<file path="src/rtl/debounce_pkg.sv">
// Shared types and constants for the debounce/synchroniser front end.
package debounce_pkg;

    // Two stable levels and two qualification states, one per direction.
    typedef enum logic [1:0] {
        STABLE_LOW  = 2'b00,
        PEND_HIGH   = 2'b01,
        STABLE_HIGH = 2'b10,
        PEND_LOW    = 2'b11
    } deb_state_e;

    localparam int DEFAULT_STABLE_CYCLES = 16;

endpackage

</file>
<file path="src/rtl/sync_2ff.sv">
// Two-flop synchroniser with synchronous reset to 0. Nothing sits between
// the two flops so the first stage has a full cycle to resolve.
module sync_2ff (
    input  logic clk,
    input  logic rst,
    input  logic in,
    output logic out
);

    logic s1_q;
    logic s2_q;

    // Shift the asynchronous input through two flops.
    always_ff @(posedge clk) begin
        if (rst) begin
            s1_q <= 1'b0;
            s2_q <= 1'b0;
        end else begin
            s1_q <= in;
            s2_q <= s1_q;
        end
    end

    assign out = s2_q;

endmodule

</file>
<file path="src/rtl/debounce_sync.sv">
// Synchronises a bouncy pin and only lets a new level through after it has
// been seen for STABLE_CYCLES consecutive synchronised samples. Produces a
// clean level plus single-cycle rise/fall strobes.
module debounce_sync
    import debounce_pkg::*;
#(
    parameter int STABLE_CYCLES = DEFAULT_STABLE_CYCLES
) (
    input  logic clk,
    input  logic rst,
    input  logic raw_in,
    output logic d_out,
    output logic rise,
    output logic fall,
    output logic pending
);

    localparam int CNT_W = $clog2(STABLE_CYCLES);
    // Count value on which a qualification run completes.
    localparam logic [CNT_W-1:0] CNT_LAST = CNT_W'(STABLE_CYCLES - 1);
    localparam logic [CNT_W-1:0] CNT_ONE  = CNT_W'(1);

    logic             s2;
    deb_state_e       state_q;
    logic [CNT_W-1:0] cnt_q;
    logic             d_q;
    logic             rise_q;
    logic             fall_q;
    logic             pend_q;

    sync_2ff u_sync (
        .clk (clk),
        .rst (rst),
        .in  (raw_in),
        .out (s2)
    );

    // Qualification FSM; every output is registered alongside the state so
    // pending tracks the PEND_* states exactly and the strobes last one cycle.
    always_ff @(posedge clk) begin
        if (rst) begin
            state_q <= STABLE_LOW;
            cnt_q   <= '0;
            d_q     <= 1'b0;
            rise_q  <= 1'b0;
            fall_q  <= 1'b0;
            pend_q  <= 1'b0;
        end else begin
            rise_q <= 1'b0;
            fall_q <= 1'b0;
            case (state_q)
                STABLE_LOW: begin
                    if (s2) begin
                        state_q <= PEND_HIGH;
                        cnt_q   <= CNT_ONE;
                        pend_q  <= 1'b1;
                    end else begin
                        cnt_q   <= '0;
                        pend_q  <= 1'b0;
                    end
                end
                PEND_HIGH: begin
                    // A revert wins even on the final qualifying edge.
                    if (!s2) begin
                        state_q <= STABLE_LOW;
                        cnt_q   <= '0;
                        pend_q  <= 1'b0;
                    end else if (cnt_q == CNT_LAST) begin
                        state_q <= STABLE_HIGH;
                        cnt_q   <= '0;
                        d_q     <= 1'b1;
                        rise_q  <= 1'b1;
                        pend_q  <= 1'b0;
                    end else begin
                        cnt_q   <= cnt_q + 1'b1;
                    end
                end
                STABLE_HIGH: begin
                    if (!s2) begin
                        state_q <= PEND_LOW;
                        cnt_q   <= CNT_ONE;
                        pend_q  <= 1'b1;
                    end else begin
                        cnt_q   <= '0;
                        pend_q  <= 1'b0;
                    end
                end
                PEND_LOW: begin
                    if (s2) begin
                        state_q <= STABLE_HIGH;
                        cnt_q   <= '0;
                        pend_q  <= 1'b0;
                    end else if (cnt_q == CNT_LAST) begin
                        state_q <= STABLE_LOW;
                        cnt_q   <= '0;
                        d_q     <= 1'b0;
                        fall_q  <= 1'b1;
                        pend_q  <= 1'b0;
                    end else begin
                        cnt_q   <= cnt_q + 1'b1;
                    end
                end
                default: begin
                    state_q <= STABLE_LOW;
                    cnt_q   <= '0;
                    d_q     <= 1'b0;
                    pend_q  <= 1'b0;
                end
            endcase
        end
    end

    assign d_out   = d_q;
    assign rise    = rise_q;
    assign fall    = fall_q;
    assign pending = pend_q;

endmodule

</file>
<file path="config.mk">
export PLATFORM = sky130hd
export DESIGN_NAME = debounce_sync
export DESIGN_NICKNAME = d
export VERILOG_FILES = /design/src/rtl/debounce_pkg.sv /design/src/rtl/sync_2ff.sv /design/src/rtl/debounce_sync.sv
export SDC_FILE = /design/constraint.sdc
export NUM_CORES = 1
export LEC_CHECK = 0
export CORE_AREA = 2 2 39 41
export DETAILED_ROUTE_END_ITERATION = 6
export DIE_AREA = 0 0 41 43
export GPL_TIMING_DRIVEN = 0
export PLACE_DENSITY = 0.63
export SYNTH_ARGS = -nofsm -noshare
export SYNTH_HDL_FRONTEND = slang
export SYNTH_SLANG_ARGS = --single-unit
</file>
<file path="constraint.sdc">
create_clock -name clk -period 1.3 [get_ports clk]
set_clock_uncertainty 0.2 [all_clocks]
set_input_delay 0.325 -clock clk [delete_from_list [all_inputs] [get_ports clk]]
set_output_delay 0.325 -clock clk [all_outputs]
set_load 0.01 [all_outputs]
</file>
==> flow_summary_export.csv <==
group,metric,value,unit
logic_synthesis,ys_ff_latch,12,
drt,firstDrtPassIters,4,
worst_setup_path,crit_buf_inv,0,
logic_synthesis,avgSynthCellArea,9.78,µm²
floorplan,io_pins,7,
clock_network,cts_sinks,12,
logic_synthesis,netlist_area,430,µm²
logic_synthesis,synth_top_family_by_area,"simple AND/OR/NAND/NOR gates",
power,seqPwrFrac,60.6,%
logic_synthesis,yosys.area_share.simple,27.3,%
clock_network,clockBufferDepth,2,
timing,setup_viol,0,
clock_network,cts_hold_buf,0,
drt,drt_wl_total,789,µm
grt,grt_max_degree,8,
drt,drtIter0Drc,6,
clock_network,clk_latency,0.27,ns
min_path,worstHoldPathType,"reg -> reg",
worst_setup_path,cp-start-kind,"register",
drt,route.detailed.vias_per_inst,4.83,
grt,antenna_found_initial,0,
timing,max_slew_margin,84.0,%
grt,grt_pass1_vias,307,
power,p_leak,0.213,nW
logic_synthesis,synth_fa_ha_area_share,2.91,%
worst_setup_path,crit_required,1.29,ns
grt,grt_usage,11.3,%
timing,tightest_slew,0.238,ns
drt,wire_per_inst,11.3,µm
cells_and_area,drive_gt1_share,31.5,%
drt,vias,338,
clock_network,cts_made_buffers,3,
power,clockPowerShare,35.5,%
worst_setup_path,cpPeakStageDelay,0.37,ns
logic_synthesis,synth.mux.area_fraction,0,%
logic_synthesis,synth_cell_types,18,
power,comb_power_share,4.0,%
worst_setup_path,critical-path-top-delay-family,"flip-flops",
cells_and_area,final_nets,60,
logic_synthesis,syn_nets,48,
logic_synthesis,yosys_warnings,0,
cells_and_area,area_growth,28.2,%
timing,max_freq,790,MHz
placed_design,gp_congestion,0.745,
power,p_int,0.496,mW
clock_network,cts_tree,"built",
worst_setup_path,crit_arrival,1.26,ns
flow_run,maxCapViolCount,0,
worst_setup_path,criticalPathCategory,"reg -> reg",
power,power_density,1140,mW/mm²
worst_setup_path,crit_slowest_cell,"dfxtp_4",
grt,grt_pass1_wl,1260,µm
floorplan,dieArea,0.00176,mm²
drt,detail-route-antenna-nets,0,
logic_synthesis,yosysSeqAreaShare,55.8,%
outcome,outcome,"complete, no violations",
worst_setup_path,crit_chain,"ha_4, and4_4, nand3_2, a31oi_1",
floorplan,die_w,41,µm
cells_and_area,final_common_cell,"dfxtp_1",
floorplan,start_util,31.1,%
grt,overflow,0,
logic_synthesis,yosys.area_share.xor_xnor,6.10,%
power,ir_drop,0.444,mV
drt,drc,0,
timing,fin_crit,1.27,ns
placed_design,dp_hpwl,493,µm
worst_setup_path,critPathMaxFanout,4,
cells_and_area,diodes,0,
power,p_sw,0.135,mW
timing,slew_violations,0,
timing,fin_crit_sh,97.4,%
cells_and_area,final_cell_mix,"dfxtp_1 (8), nand2b_1 (4), nand2_1 (4), buf_2 (4)",
logic_synthesis,synth_compound_area_share,6.10,%
logic_synthesis,yosys-top-cells-area,"dfxtp_1 (56%), nand2b_1 (5.8%), xor2_1 (4.1%)",
floorplan,core-area,0.00138,mm²
floorplan,rows,14,
timing,hold_viol_final,0,
clock_network,htreeDepth,1,
worst_setup_path,cp-end-kind,"register",
power,switching_share,21.4,%
floorplan,die_h,43,µm
timing,grt_setup_unrepaired,"true",
placed_design,port_buffers,6,
cells_and_area,fin_util,39.9,%
logic_synthesis,synth_top_area_share,55.8,%
power,total_power,0.630,mW
logic_synthesis,synth_cells,44,
logic_synthesis,synth_top_area_cell,"dfxtp_1",
clock_network,cts.clk_slew.worst_paths,0.07,ns
clock_network,cts_root_buf,"clkbuf_4",
-- power by group through the flow --
stage	Combinational (mW)	Clock (mW)	Sequential [mW]
global route	0.0286	0.246	0.383
global placement	0.0285	0	0.390
finish	0.0250	0.224	0.382
floorplan	0.0106	0	0.391
detailed placement	0.0290	0	0.390
CTS	0.0247	0.226	0.383
-- logic make-up after synthesis --
group | after synthesis
simple gates | 21
flops | 12
compound gates | 5
xor+xnor | 3
buf+inv | 2
fa+ha+maj | 1
-- registers in the layout (all words and copies together) (netlist names), named ones only --
| signal | count |
|---|---|
| u_sync.s1_q | 1 |
| cnt_q | 4 |
| state_q | 1 |
| rise | 1 |
| u_sync.out | 1 |
| fall | 1 |
| pending | 1 |
| d_out | 1 |
-- cell type report --
class	count	area [µm²]
fill	139	832
sequential	12	248
tap	16	20.0
clock buffer	3	22.5
timing repair buffer	7	46.3
inverter	2	7.51
multi-input combinational	30	208
-- metal layers --
layer / routed length (µm) / share of wire, % / up-vias / GRT usage, %
li1: - / - / 170 / -
met1: 362 / 46 / 154 / 14.7
met2: 361 / 46 / 10 / 13.4
met3: 32 / 4.1 / 4 / 3.14
met4: 33 / 4.2 / 0 / 12.0
met5: 0 / 0 / - / 0
-- final timing paths --
path | from | endpoint | slack (ns) | cells past startpoint
min | u_sync.s1_q | u_sync.out | 0.25 | 1
max reg2reg | cnt_q[0] | d_out | 0.03 | 4
min reg2reg | u_sync.s1_q | u_sync.out | 0.25 | 1
max | cnt_q[0] | d_out | 0.03 | 4
-- repair_timing --
item,in CTS,in global routing
endpoints found under the hold margin,0,0
setup buffers,0,1
resized for setup,23,4
pin swaps,1,3
setup endpoints to repair,11,3
-- per-stage QoR --
step           cell area, µm²  setup TNS [ns]  cells  hold slack (ns)  setup WS [ns]
2_1_floorplan             430               0     44            0.194         0.0526
3_3_place_gp              510           -2.11     66            0.218         -0.378
3_5_place_dp              510           -2.36     66            0.237         -0.408
4_1_cts                   531               0     69            0.256        0.00456
5_1_grt                   552         -0.0228     70            0.263        -0.0192
6_report                  552               0     70            0.249         0.0339
-- cell usage after synthesis --
cell      instances
a21oi_1           3
a31oi_1           1
and4_1            1
dfxtp_1          12
ha_1              1
inv_1             2
nand2_1           4
nand2b_1          4
nand3_1           3
nand4_1           1
nor2_1            3
nor2b_1           2
nor3_1            1
nor3b_2           1
nor4_1            1
o21ai_0           1
xnor2_1           1
xor2_1            2
Power figures use the tool's default switching activity.
==> RTL edit 1: new RTL, config.mk and constraints unchanged <==
Re-encode `deb_state_e` (4 states) as one-hot, 4 bits wide.
--- a/src/rtl/debounce_pkg.sv
+++ b/src/rtl/debounce_pkg.sv
@@ -4,7 +4,7 @@
     // Two stable levels and two qualification states, one per direction.
-    typedef enum logic [1:0] {
-        STABLE_LOW  = 2'b00,
-        PEND_HIGH   = 2'b01,
-        STABLE_HIGH = 2'b10,
-        PEND_LOW    = 2'b11
+    typedef enum logic [3:0] {
+        STABLE_LOW  = 4'b0001,
+        PEND_HIGH   = 4'b0010,
+        STABLE_HIGH = 4'b0100,
+        PEND_LOW    = 4'b1000
     } deb_state_e;
Formal check against the unedited RTL: same outputs for any inputs over 10 cycles, from zero or initial values and one cycle with rst high; not proved beyond that.
==> RTL edit 1 against the unedited design <==
  * The run now ends with negative setup slack left
  * Power grew 27%
  * Area after synthesis grew 67%
  * Setup slack worse by 0.18 ns
  * Sequential cell count rose by 2
  * Synthesized cell count rose by 89%
  * Wire length rose to 2.7 times the old value
  * Cell area rose by 96%
  * Critical path depth rose by 1
  * Largest cell class is now multi-input combinational cells
  * Largest power group unchanged
==> RTL edit 1: results (changes against the unedited design) <==
| Metric | Value |
|---|---|
| Outcome | finished, violations left |
| Failing checks | negative setup slack |
| CP max FO | 3 (-1) |
| CTS H-tree lvls | 1 (unchanged) |
| Initial drt markers | 27 (+21) |
| Post-synthesis mux area share | 3.30% (+3.3 points) |
| Final wirelength | 2120 um (+170%) |
| Share of cells above drive strength 1 | 53.8% (+22 points) |
| Most instantiated cells after synthesis | dfxtp_1 (14), nand2_1 (8), nor2_1 (7) |
| Multi-input gates | 62 (+110%) |
| Combinational share of power | 13.5% (+9.5 points) |
| Met2 usage | 37.8% (+24 points) |
| First-pass GRT wire length | 3020 um (+140%) |
| Adder-cell share of the synthesized area | 1.74% (-1.2 points) |
| Clock Pin Slew Worst Setup and Hold Paths | 0.09 ns (+0.02 ns) |
| Sw frac | 26.2% (+4.8 points) |
| Non-clk buf share | 18.9% (+10 points) |
| HP Start | rst |
| Post-Synthesis Cells | 83 (+89%) |
| Routed via count | 741 (+120%) |
| Clock tree cell share of total cell area | 2.09% (-2.0 points) |
| Final setup violation count | 11 (+11) |
| Plain + repair buffers | 24 (+17) |
| Global-route met1 utilization | 32.6% (+18 points) |
| Maximum vdd drop | 0.644 mV (+45%) |
| Bufs on Longest Clock Path | 2 (unchanged) |
| Resized cells post-CTS | 49 (+110%) |
| Comb group | 0.000108 W (+330%) |
| Post-DP HPWL | 999 um (+100%) |
| Final setup margin | -0.151 ns (-0.185 ns) |
| Tot GR Track Use | 25.8% (+15 points) |
| Worst reg2reg endpoint | state_q[0] |
| Compound-cell area share of the yosys netlist | 15.8% (+9.7 points) |
| Worst rel slew slack | 78.2% (-5.8 points) |
| Hold path depth | 3 (+2) |
| Post-CTS Setup Inserts | 9 (+9) |
| IO buf count | 6 (unchanged) |
| Critical Path AT | 1.45 ns (+0.19 ns) |
| Wl on met1 | 830 um (+130%) |
| Post-Synth XOR/XNOR Area | 4.86% (-1.2 points) |
| Synth cell types | 38 (+20) |
| Worst R2R Path Depth | 5 (+1) |
| Synth area leaders | dfxtp_1 (39%), nand2_1 (4.2%), nor2_1 (3.6%) |
| Post-synthesis sequential area ratio | 38.9% (-17 points) |
| Leakage | 0.398 nW (+87%) |
| FILL cells | 93 (-33%) |
| Register bit total from synthesis | 14 (+2) |
| Vias in the first global route | 659 (+110%) |
| GR Layer Usage met3 | 3.66% (+0.52 points) |
| Seq/total area | 27.8% (-17 points) |
| Post-Syn Nets | 87 (+81%) |
| Area of the multi-input gates | 529 um2 (+150%) |
| Routed length per instance | 17.6 um (+56%) |
| Worst hold endpoint | state_q[1] |
| DR WL met3 | 122 um (+280%) |
| Area growth syn-to-layout | 49.8% |
| Placed cell area | 812 um2 (+59%) |
| Routed length on met2 | 1080 um (+200%) |
| Logic inverters | 1 (-1) |
RTL edit 1: cell types whose count changed after synthesis, moves of 2 or more:
cell and delta:
nand2_1 +4, nor2_1 +4, inv_1 -2, nor3_1 +2, buf_6 +2, o21ai_0 +2
a21oi_1 +2, nand2b_1 -2, dfxtp_1 +2, a211oi_1 +2, buf_2 +3
RTL edit 1: critical path, cell delays in order (launching register included):
cell and delay (ns):
dfxtp_2 0.37, ha_4 0.17, nand3_4 0.10, o2111ai_4 0.23, o41ai_1 0.11, o21ai_1 0.19
RTL edit 1: metrics by stage:
step	setup TNS [ns]	hold WS (ns)	worst slack, ns
final	-1.03	0.180	-0.151
after detailed placement	-5.67	0.228	-0.517
after floorplan	-0.389	0.214	-0.101
after global placement	-5.76	0.216	-0.536
after CTS	-0.803	0.242	-0.200
after global routing	-1.67	0.197	-0.208
==> RTL edit 2: new RTL, same settings <==
Without the edit above. Change the package constant `DEFAULT_STABLE_CYCLES` from 16 to 32.
--- a/src/rtl/debounce_pkg.sv
+++ b/src/rtl/debounce_pkg.sv
@@ -11,3 +11,3 @@
 
-    localparam int DEFAULT_STABLE_CYCLES = 16;
+    localparam int DEFAULT_STABLE_CYCLES = 32;
 
Function: no difference found for any inputs over 10 cycles, from zero or initial values and one cycle with rst high; that may be too few to reach the edited logic, so the function may still have changed.
==> RTL edit 2 against the unedited design <==
  * The run now ends with negative setup slack left
  * Synthesized cell count stayed put
  * Power rose by 7.2%
  * Fmax fell by 12%
  * Non-clock buffer count grew 3
  * Wire length up 0.63%
  * Setup slack got worse by 0.17 ns
  * Area after synthesis rose by 12%
  * Sequential cell count is 1 higher
  * Cell area increased by 28%
  * Critical path type unchanged
  * Largest cell class is now multi-input combinational cells
==> RTL edit 2: results (changes against the unedited design) <==
| Metric | Value |
|---|---|
| Outcome | finished, violations left |
| Failing checks | negative setup slack |
| Clock latency at the later pin of the worst-skew pair | 0.27 ns (about the same) |
| Tot GR Track Use | 13.0% (+1.7 points) |
| Post-Synth XOR/XNOR Area | 7.01% (+0.91 points) |
| GR Layer Usage met3 | 4.71% (+1.6 points) |
| Most instantiated cells after synthesis | dfxtp_1 (13), nand2_1 (4), a21oi_1 (3), ha_1 (3), nor2b_1 (3) |
| Leakage | 0.276 nW (+30%) |
| First-pass GRT wire length | 1480 um (+18%) |
| Ys async rst share | 0% (unchanged) |
| Global-route met1 utilization | 16.4% (+1.7 points) |
| Post-CTS Setup Inserts | 4 (+4) |
| Number of buffers created by CTS | 3 (unchanged) |
| Max reg flops | 5 (+1) |
| RePlAce Congestion | 0.692 (-7.2%) |
| Initial drt markers | 2 (-4) |
| Vias in the first global route | 372 (+21%) |
| Nets | 65 (+8.3%) |
| CP max FO | 5 (+1) |
| Worst slack, placed | -0.354 ns (+0.0541 ns) |
| Int Power | 0.000535 W (+7.9%) |
| Post-route insts no fill | 74 (+5.7%) |
| Placed cell area | 606 um2 (+19%) |
| Routed length per instance | 10.7 um (-4.8%) |
| Largest net degree at the start of global routing | 9 (+1) |
| Routed length on met2 | 382 um (+5.8%) |
| Post-DP HPWL | 555 um (+13%) |
| Post-synthesis sequential area ratio | 54.0% (-1.8 points) |
| Synth cell types | 19 (+1) |
| Resized cells post-CTS | 22 (-4.3%) |
| IO buf count | 6 (unchanged) |
| Setup Total Neg Slack | -0.815 ns (-0.815 ns) |
| Sequential power | 0.000410 W (+7.3%) |
| Worst rel slew slack | 79.4% (-4.6 points) |
| Overflow after GRT | 0 (unchanged) |
| Share of cells above drive strength 1 | 60.3% (+29 points) |
| Synth area leaders | dfxtp_1 (54%), ha_1 (7.8%), nor2b_1 (3.9%) |
| Comb group | 0.0000219 W (-12%) |
| Final setup violation count | 11 (+11) |
| DR WL met3 | 27 um (-16%) |
| Adder-cell share of the synthesized area | 7.79% (+4.9 points) |
| Via/cell ratio | 4.89 (+1.3%) |
| Critical Path AT | 1.44 ns (+0.18 ns) |
| Drt first pass iters | 3 (-1) |
| Post-Syn Nets | 50 (+4.2%) |
| Maximum vdd drop | 0.509 mV (+15%) |
| Final setup margin | -0.140 ns (-0.174 ns) |
| Compound-cell area share of the yosys netlist | 7.01% (+0.91 points) |
| Total power divided by cell area | 959 nW/um2 (-16%) |
| Met2 usage | 17.2% (+3.8 points) |
| Diode count | 0 (unchanged) |
[RTL edit 2: worst max-delay path: stages (launching register included)]
cell and delay [ns]:
dfxtp_2 0.34, ha_4 0.15, and3_4 0.15, ha_4 0.17
nand2_4 0.09, o21ai_2 0.06, a211oi_2 0.20
[RTL edit 2: layout make-up]
| type | count | area (um2) |
|---|---|---|
| fillers | 132 | 679 |
| flip-flops and latches | 13 | 269 |
| repair buffers | 10 | 75.1 |
| multi-input cells | 31 | 314 |
| clock buffers | 4 | 26.3 |
| well taps | 16 | 20.0 |
[RTL edit 2: worst paths after layout]
| check | from | end | slack [ns] | cells past startpoint |
|---|---|---|---|---|
| max reg2reg | cnt_q[0] | d_out | -0.14 | 6 |
| max | cnt_q[0] | d_out | -0.14 | 6 |
| min | u_sync.s1_q | u_sync.out | 0.25 | 1 |
| min reg2reg | u_sync.s1_q | u_sync.out | 0.25 | 1 |
